[src/rtl/filter_mode_ctrl.sv]
// Filter-chain mode controller: debounced buttons / direct switches -> filter enables.
// Optional macro FRAME_SYNC_EN: commit enables only on a vsync rising edge.
module filter_mode_ctrl #(
    parameter int  NUM_FILTERS     = 8,
    parameter int  DEBOUNCE_CYCLES = 50000,
    localparam int IW              = $clog2(NUM_FILTERS + 1)
) (
    input  logic                   clk,
    input  logic                   rst,
    input  logic                   btn_next,
    input  logic                   btn_prev,
    input  logic                   sw_mode,
    input  logic [NUM_FILTERS-1:0] sw_direct,
    input  logic                   vsync,
    output logic [NUM_FILTERS-1:0] en_out,
    output logic [IW-1:0]          mode_idx,
    output logic                   pending
);

    localparam logic [15:0] DB_LAST = 16'(DEBOUNCE_CYCLES - 1);
    localparam logic [IW-1:0] MODE_MAX = IW'(NUM_FILTERS);

    function automatic logic [NUM_FILTERS-1:0] one_hot(input logic [IW-1:0] idx);
        logic [NUM_FILTERS-1:0] v;
        v = '0;
        for (int k = 0; k < NUM_FILTERS; k++) begin
            if (idx == IW'(k + 1)) v[k] = 1'b1;
        end
        return v;
    endfunction

    // Synchronisers are left unreset so a button held through reset stays visible as held.
    logic [1:0]             btn_s1, btn_s2;
    logic                   sw_mode_s1, sw_mode_s2;
    logic [NUM_FILTERS-1:0] sw_direct_s1, sw_direct_s2;

    always_ff @(posedge clk) begin
        btn_s1       <= {btn_prev, btn_next};
        btn_s2       <= btn_s1;
        sw_mode_s1   <= sw_mode;
        sw_mode_s2   <= sw_mode_s1;
        sw_direct_s1 <= sw_direct;
        sw_direct_s2 <= sw_direct_s1;
    end

    // Index 0 = next, 1 = prev. A button must be seen released after reset before
    // it can produce a press, so a key held through reset is ignored.
    logic [1:0][15:0] db_cnt;
    logic [1:0]       stable;
    logic [1:0]       armed;
    logic [1:0]       press;

    always_ff @(posedge clk) begin
        if (rst) begin
            db_cnt <= '0;
            stable <= '0;
            armed  <= '0;
            press  <= '0;
        end else begin
            for (int i = 0; i < 2; i++) begin
                press[i] <= 1'b0;
                if (!btn_s2[i]) armed[i] <= 1'b1;
                if (btn_s2[i] == stable[i]) begin
                    db_cnt[i] <= '0;
                end else if (db_cnt[i] == DB_LAST) begin
                    stable[i] <= btn_s2[i];
                    db_cnt[i] <= '0;
                    press[i]  <= btn_s2[i] & armed[i];
                end else begin
                    db_cnt[i] <= db_cnt[i] + 16'd1;
                end
            end
        end
    end

    logic [IW-1:0] mode_nxt;

    always_comb begin
        mode_nxt = mode_idx;
        if (!sw_mode_s2 && (press[0] ^ press[1])) begin
            if (press[0]) mode_nxt = (mode_idx == MODE_MAX) ? '0 : mode_idx + IW'(1);
            else          mode_nxt = (mode_idx == '0) ? MODE_MAX : mode_idx - IW'(1);
        end
    end

    always_ff @(posedge clk) begin
        if (rst) mode_idx <= '0;
        else     mode_idx <= mode_nxt;
    end

    logic [NUM_FILTERS-1:0] target;
    assign target = sw_mode_s2 ? sw_direct_s2 : one_hot(mode_idx);

`ifdef FRAME_SYNC_EN
    // state   | meaning
    // IDLE    | en_out matches target
    // PENDING | target differs from en_out, waiting for a vsync rising edge
    typedef enum logic {IDLE, PENDING} state_t;
    state_t state;

    logic vsync_s1, vsync_s2, vsync_d;
    logic vs_rise;

    always_ff @(posedge clk) begin
        vsync_s1 <= vsync;
        vsync_s2 <= vsync_s1;
        vsync_d  <= vsync_s2;
    end

    assign vs_rise = vsync_s2 & ~vsync_d;

    // target as it will be after this edge, so a change landing on the commit
    // cycle keeps the FSM pending for the next frame.
    logic [NUM_FILTERS-1:0] target_nxt;
    assign target_nxt = sw_mode_s1 ? sw_direct_s1 : one_hot(mode_nxt);

    always_ff @(posedge clk) begin
        if (rst) begin
            state   <= IDLE;
            en_out  <= '0;
            pending <= 1'b0;
        end else begin
            case (state)
                IDLE: begin
                    if (target != en_out) begin
                        state   <= PENDING;
                        pending <= 1'b1;
                    end
                end
                PENDING: begin
                    if (vs_rise) begin
                        en_out <= target;
                        if (target_nxt == target) begin
                            state   <= IDLE;
                            pending <= 1'b0;
                        end
                    end else if (target == en_out) begin
                        state   <= IDLE;
                        pending <= 1'b0;
                    end
                end
                default: begin
                    state   <= IDLE;
                    pending <= 1'b0;
                end
            endcase
        end
    end
`else
    logic unused_vsync;
    assign unused_vsync = vsync;
    assign pending      = 1'b0;

    always_ff @(posedge clk) begin
        if (rst) en_out <= '0;
        else     en_out <= target;
    end
`endif

endmodule

[config.mk]
export PLATFORM = sky130hd
export DESIGN_NAME = filter_mode_ctrl
export DESIGN_NICKNAME = d
export VERILOG_FILES = /design/src/rtl/filter_mode_ctrl.sv
export SDC_FILE = /design/constraint.sdc
export NUM_CORES = 1
export LEC_CHECK = 0
export CORE_UTILIZATION = 55
export DETAILED_ROUTE_END_ITERATION = 6
export PLACE_DENSITY = 0.8
export SKIP_LAST_GASP = 1
export SLEW_MARGIN = 20
export SYNTH_ARGS = -nofsm -noshare
export SYNTH_HDL_FRONTEND = slang
export SYNTH_SLANG_ARGS = --single-unit
[constraint.sdc]
create_clock -name clk -period 3.1 [get_ports clk]
set_input_delay 0.465 -clock clk [delete_from_list [all_inputs] [get_ports clk]]
set_output_delay 0.465 -clock clk [all_outputs]
set_load 0.05 [all_outputs]
Word level (Yosys, flattened, before mapping)
Index checks and enable logic that the tools add are counted.
Widths: inputs -> output; s select.

operators by class
  $add $sub $neg = 4
  equality and inequality tests = 12
  mux-type cells = 12
  bitwise operators = 7
  reductions and logical operators = 9

operator list
  operator               number
  $add 16x1->16 const B  2
  $eq 16x16->1 const B   2
  $eq 4x3->1 const B     4
  $mux 4                 3
  $reduce_or 3->1        4
  $eq 4x2->1 const B     2
  $mux 1                 8
  $mux 8                 1
  $add 4x1->4 const B    1
  $eq 4x1->1 const B     1
  $eq 4x4->1 const B     1
  $logic_not 4->1        1
  $not 1->1              4
  $reduce_and 2->1       2
  $sub 4x1->4 const B    1
  $and 1x1->1            2
  $eq 1x1->1             2
  $logic_and 1x1->1      1
  $logic_not 1->1        1
  $xor 1x1->1            1

storage, ports and cells
  flip-flop bits (word level) = 72
  output and inout port bits = 13
  word-level logic and storage cells = 60

Logic depth before layout (Yosys ltp)
Gate-level depths: netlist of run 1.

  word-level depth = 3
  mapped depth = 6
  mapped depth without buffers = 6

Worst setup path after synthesis of run 1
No wires, ideal clock.

  path type = register -> register
  start = register mode_idx[0]
  end = register mode_idx[3]
  library setup time = 0.131 ns
  arrival time = 1.715 ns
  slack = 1.254 ns
  cell stages (with the launch flop) = 6
  path buffers = 0
  period minus slack after synthesis = 1.846 ns
  cell sequence = dfxtp_1 -> inv_1 -> ha_1 -> or3_1 -> a31oi_1 -> o41ai_1

between the ends
  longest elaborated chain between the ends = 3
  elaborated cells on any way between the ends = 7
  those cells by class = add/sub: 2; eq/ne: 1; mux: 3; reduce/logical: 1

RTL lines
  what                                 RTL line  RTL
  start, declared                      16        output logic [IW-1:0] mode_idx,
  start signal, assigned               88        else mode_idx <= mode_nxt;
  $sub 4x1->4 (tied with other cells)  82        else mode_nxt = (mode_idx == '0) ? MODE_MAX : mode_idx - IW'(1);
  $mux 4, on equally long branches     82, 81
  $mux 4 *                             81        if (press[0]) mode_nxt = (mode_idx == MODE_MAX) ? '0 : mode_idx + IW'(1);

Every way passes the cells marked *; elsewhere a longest branch is shown, timed or not.
A chain may end at the register's enable or synchronous reset.

Worst setup path after layout of run 1
  start = register mode_idx[3]
  end = output port mode_idx[3]

No word-level cell between the ends.

==> results of run 1 <==
[layout by cell type, fill, tap and decap left out, types with 9 or more instances in the layout]
master           netlist  final
clkdlybuf4s50_1        0     24
dfxtp_1               72     72
nand2_1               15     15
xnor2_1               27     27
clkbuf_8               0      9
nor4_1                13     13
nor2_1                49     49
nor3_1                 9      9
inv_1                 13     13
nand3_1               10     10
[stage by stage]
step	power (W)	setup slack, ps	hold slack [ps]	util, %
2_1_floorplan	0.00102	1250	310	-
3_3_place_gp	0.00105	1230	310	64.0
3_5_place_dp	0.00105	1200	312	64.0
4_1_cts	0.00193	852	329	69.1
5_1_grt	0.00197	825	335	69.1
6_report	0.00191	875	328	69.1
[layer usage]
layer	part of all wire (%)	vias up	track usage [%]	wire length, um
met4	2.8	0	12.6	142
met2	46	61	32.3	2320
met5	0	-	0	0
met1	47	942	24.4	2330
li1	-	1061	-	-
met3	4.2	18	7.87	209
[synthesized netlist by cell type, types with 2 or more instances]
library cell  number
nand4_1            6
nand2b_1           2
nand2_1           15
nand3_1           10
o21ai_0            2
mux2i_1            2
a22oi_1            8
nor4b_1            3
nor2b_1            6
dfxtp_1           72
ha_1               6
or3_1              2
and4b_1            2
and3_1             4
nand4_2            2
nand3b_1           2
nor3_1             9
a21oi_1            6
nor4bb_1           2
nor4_1            13
inv_1             13
nor2_1            49
xnor2_1           27
a31oi_1            2
clkbuf_1           6
xor2_1             5
[flip-flops by register name, indices dropped and copies added (netlist names)]
name / cells
sw_direct_s2: 8
armed: 2
sw_mode_s1: 1
sw_mode_s2: 1
btn_s2: 2
press: 2
stable: 2
sw_direct_s1: 8
mode_idx: 4
btn_s1: 2
db_cnt: 32
en_out: 8
[cell families (layout without fill, tap and decap cells)]
| kind of cell | Yosys count | in the layout | share of synthesized area [%] |
|---|---|---|---|
| mux | 3 | 3 | 1.13 |
| compound gates | 25 | 25 | 6.06 |
| xor+xnor | 32 | 32 | 10.1 |
| simple gates | 130 | 130 | 24.6 |
| other cells | 1 | 1 | 0.135 |
| fa+ha+maj | 6 | 6 | 2.71 |
| flops | 72 | 72 | 52.1 |
| buf+inv | 22 | 54 | 3.16 |
[cell type report]
| type | count | area share, % |
|---|---|---|
| Timing Repair Buffer | 25 | 7.49 |
| Inverter | 13 | 1.48 |
| Sequential cell | 72 | 43.6 |
| Tap cell | 67 | 2.54 |
| Multi-Input combinational cell | 197 | 37.5 |
| Clock inverter | 7 | 3.63 |
| Clock buffer | 9 | 3.75 |
[power groups by stage]
| stage | logic (W) | registers, W | clock network, W |
|---|---|---|---|
| 2_1_floorplan | 0.0000255 | 0.000992 | 0 |
| 3_3_place_gp | 0.0000648 | 0.000981 | 0 |
| 3_5_place_dp | 0.0000657 | 0.000982 | 0 |
| 4_1_cts | 0.0000667 | 0.000960 | 0.000901 |
| 5_1_grt | 0.0000717 | 0.000962 | 0.000939 |
| 6_report | 0.0000663 | 0.000960 | 0.000882 |
[worst paths after layout]
path,from,to,slack (ps),cells after the start
setup reg to reg,db_cnt[23],db_cnt[31],1300,4
hold / removal,btn_s1[1],btn_s2[1],330,0
setup / recovery,mode_idx[3],mode_idx[3],870,1
hold reg to reg,btn_s1[1],btn_s2[1],330,0
==> metrics.txt, run 1 <==
status=complete, no violations; vias in the first global route=1837; Post-Syn Area=2770 um^2; CTS buffer count=9; initial antenna violation count=0; Sw Pwr=0.000396 W; TritonRoute pass-1 iters=4; clock-pin slew on the worst setup and hold paths=70 ps; routed length per instance=12.8 um; worst setup path category=register to output pin; CP endpoint kind=output pin; Internal=0.00151 W; vias after detailed routing=2082; finished layout cell area=3310 um^2; Main synth FF type=dfxtp_1; post-synth top area cell=dfxtp_1; CP cell instances=clkdlybuf4s50_1; type of origin of the critical path=register; GR Overflow Total=0; Max FO, Critical Path=11; peak supply drop=0.453 mV; vias per inst=5.34; CTS Hold Bufs=0; n_diodes=0; # port buffers=24; nets=338; synth unique cells=41; max incr delay on CP=880 ps; Reg power frac=50.3%; Post-synth EDFFs=0; first-pass GRT wire length=8190 um; ys async rst share=0%; crit path buf inv count=1; DRT iter0 DRCs=111; IO Pins=27; Initial Utilization=57.9%; FF+latch area=1440 um^2; gr usage total=20.8%; fmax=449 MHz; Leak Pwr=1.15 nW; final setup TNS=0 ps; worst skew pair latency=340 ps; Final Hold Viols=0; final max-slew violation count=0; placement row count=25; unrepaired setup endpoints after global routing=false; filler instances=365; Synth Warn #=0; max_cap viols=0; number of H-tree levels=3; post-synthesis average cell area=9.52 um^2; area occupied by multi-input gates=1240 um^2; post-CTS resize count=0; Core Area=4790 um^2; Pwr Density=577 nW/um^2; post-synthesis sequential area ratio=52.1%; pin count of the biggest net entering global routing=23; setup violators final=0; Slowest-stage cell, CP=clkdlybuf4s50_1; Worst-Margin Slew=498 ps; postcts setup bufs=0; placed inst area=3060 um^2; worst hold-check path type=register to register; CTS tree=built; Die W=73.0 um; Worst Skew=9.16 ps; crit share post-route=71.8%; sw frac=20.8%; clock sink count=72; GP Congestion=0.829; Synth Register Bits=72; clock group share of total power=46.2%; final std cells w/o fill=390; Required @ worst endpoint=2630 ps; deepest clock path buffer count=2; Slew HR=66.7%; largest cells by area after synthesis=dfxtp_1 52%, xnor2_1 8.5%, nor2_1 6.6%; combinational power share=3.5%; min Tclk post-route=2230 ps; clock root cell=clkbuf_8; Die Area=5320 um^2; share of post-route cells with drive strength above 1=6.50%; Die Height=73.0 um; Synth Instances=291; wire length after detailed routing=5010 um; Final HPWL DP=3140 um; antenna viol nets, final=0; cell total after placement=374; Residual DRC=0; Top delay family on crit path=buffers and inverters; Net Count, Synth=311; Critical Path AT=1760 ps; Syn-to-layout area delta=19.4%; top-area cell type share of the netlist area=52.1%
Note: power is estimated with default switching activity, not from simulation.
==> run 2, diff against run 1 <==
- clock period: 3.1 -> 2.2 ns (I/O delays scaled with it)
==> run 2 against run 1 <==
  * Die area unchanged
  * Power up 23%
  * Non-clock buffer count up 2
  * Routed wire length shrank 4.4%
  * Critical endpoint is now mode_idx[0]
  * Sequential power grew 41%
  * Critical path depth unchanged
  * Hold slack improved by 0.94 ps
  * Register-to-register slack got worse by 850 ps
  * Core utilization is 1.2 points lower
  * Via count is 0.67% lower
==> metrics.txt, run 2 (synthesized netlist as in run 1, its figures left out) <==
status=complete, no violations; Die Area=5320 um^2; Residual DRC=0; crit share post-route=92.5%; CTS tree=built; n_diodes=0; Slowest-stage cell, CP=clkdlybuf4s50_1; placement row count=25; Die W=73.0 um; Initial Utilization=57.9%; pre-CTS worst setup slack=459 ps; clock-pin slew on the worst setup and hold paths=70 ps; max incr delay on CP=860 ps; Max FO, Critical Path=8; Worst Skew=9.18 ps; CTS Hold Bufs=0; TritonRoute pass-1 iters=4; wire length after detailed routing=4780 um; GP Congestion=0.789; number of H-tree levels=3; Core Area=4790 um^2; Largest Register=db_cnt; worst setup path category=register to output pin; first-pass GRT wire length=8200 um; unrepaired setup endpoints after global routing=false; clock sink count=72; max_cap viols=0; Leak Pwr=1.13 nW; Required @ worst endpoint=1870 ps; antenna viol nets, final=0; routed length per instance=12.2 um; CP endpoint kind=output pin; IO Pins=27; Syn-to-layout area delta=17.3%; # port buffers=24; max FFs per register=32; vias after detailed routing=2068; final setup TNS=0 ps; final max-slew violation count=0; post-CTS resize count=0; filler instances=382; worst skew pair latency=340 ps; fmax=491 MHz; setup ws final=165 ps; type of origin of the critical path=register; Top delay family on crit path=buffers and inverters; clock root cell=clkbuf_8; Pwr Density=722 nW/um^2; nets=340; deepest clock path buffer count=2; postcts setup bufs=0; gr usage total=20.7%; commonest non-fill, non-tap cell in the layout=dfxtp_1; Power, Total=0.00234 W; CTS buffer count=9; vias per inst=5.29; Final HPWL DP=3280 um; Slew HR=65.7%; worst hold-check path type=register to register; CP cell instances=clkdlybuf4s50_1; Final Hold Viols=0; crit path buf inv count=1; setup violators final=0; Critical Path AT=1700 ps; most frequent cells in the layout=72 x dfxtp_1, 49 x nor2_1, 27 x xnor2_1; pin count of the biggest net entering global routing=21; Worst-Margin Slew=513 ps; peak supply drop=0.613 mV; GR Overflow Total=0; DRT iter0 DRCs=142; Die Height=73.0 um; share of post-route cells with drive strength above 1=6.79%; initial antenna violation count=0; vias in the first global route=1825; min Tclk post-route=2030 ps
==> run 2: report_power, final <==
part	leakage (nW)	internal, W	switching [W]
Sequential	0.591	0.00134	0.0000131
Clock	0.0841	0.000430	0.000468
Combinational	0.453	0.0000420	0.0000554
==> run 2: path summary, 6_finish.rpt <==
check                  start         endpoint  slack, ps  depth (start not counted)
min reg2reg  sw_direct_s1[5]  sw_direct_s2[5]        330                          0
min          sw_direct_s1[5]  sw_direct_s2[5]        330                          0
max              mode_idx[0]      mode_idx[0]        170                          1
max reg2reg        db_cnt[0]       db_cnt[13]        450                          5
==> run 2: routing by layer <==
metal  vias to the layer above  global-route usage (%)  part of all wire [%]
li1                       1057                       -                     -
met1                       947                    24.4                    45
met5                         -                       0                     0
met3                         7                    8.70                   4.9
met2                        57                    33.5                    48
met4                         0                    8.06                   1.5
==> run 2: cell type report <==
cell class,instances,area (um^2),area share [%]
sequential,72,1440,44.4
multi-input combinational,197,1240,38.2
timing repair buffer,27,263,8.09
clock buffer,10,138,4.24
tap,67,83.8,2.58
inverter,13,48.8,1.50
clock inverter,5,33.8,1.04
==> run 2: stage by stage <==
step                utilization [%]  std cells  area, um^2  hold WS, ps
finish                         67.9        391        3250          329
global route                   67.9        391        3250          339
CTS                            67.9        391        3250          330
detailed placement             64.3        376        3080          312
global placement               64.3        376        3080          311
floorplan                         -        291        2770          310
==> run 3, diff against run 2 <==
- SLEW_MARGIN: 20 -> not set
==> results of run 3 <==
Same layout as run 2: the final DEF is identical, and so are final timing and power.
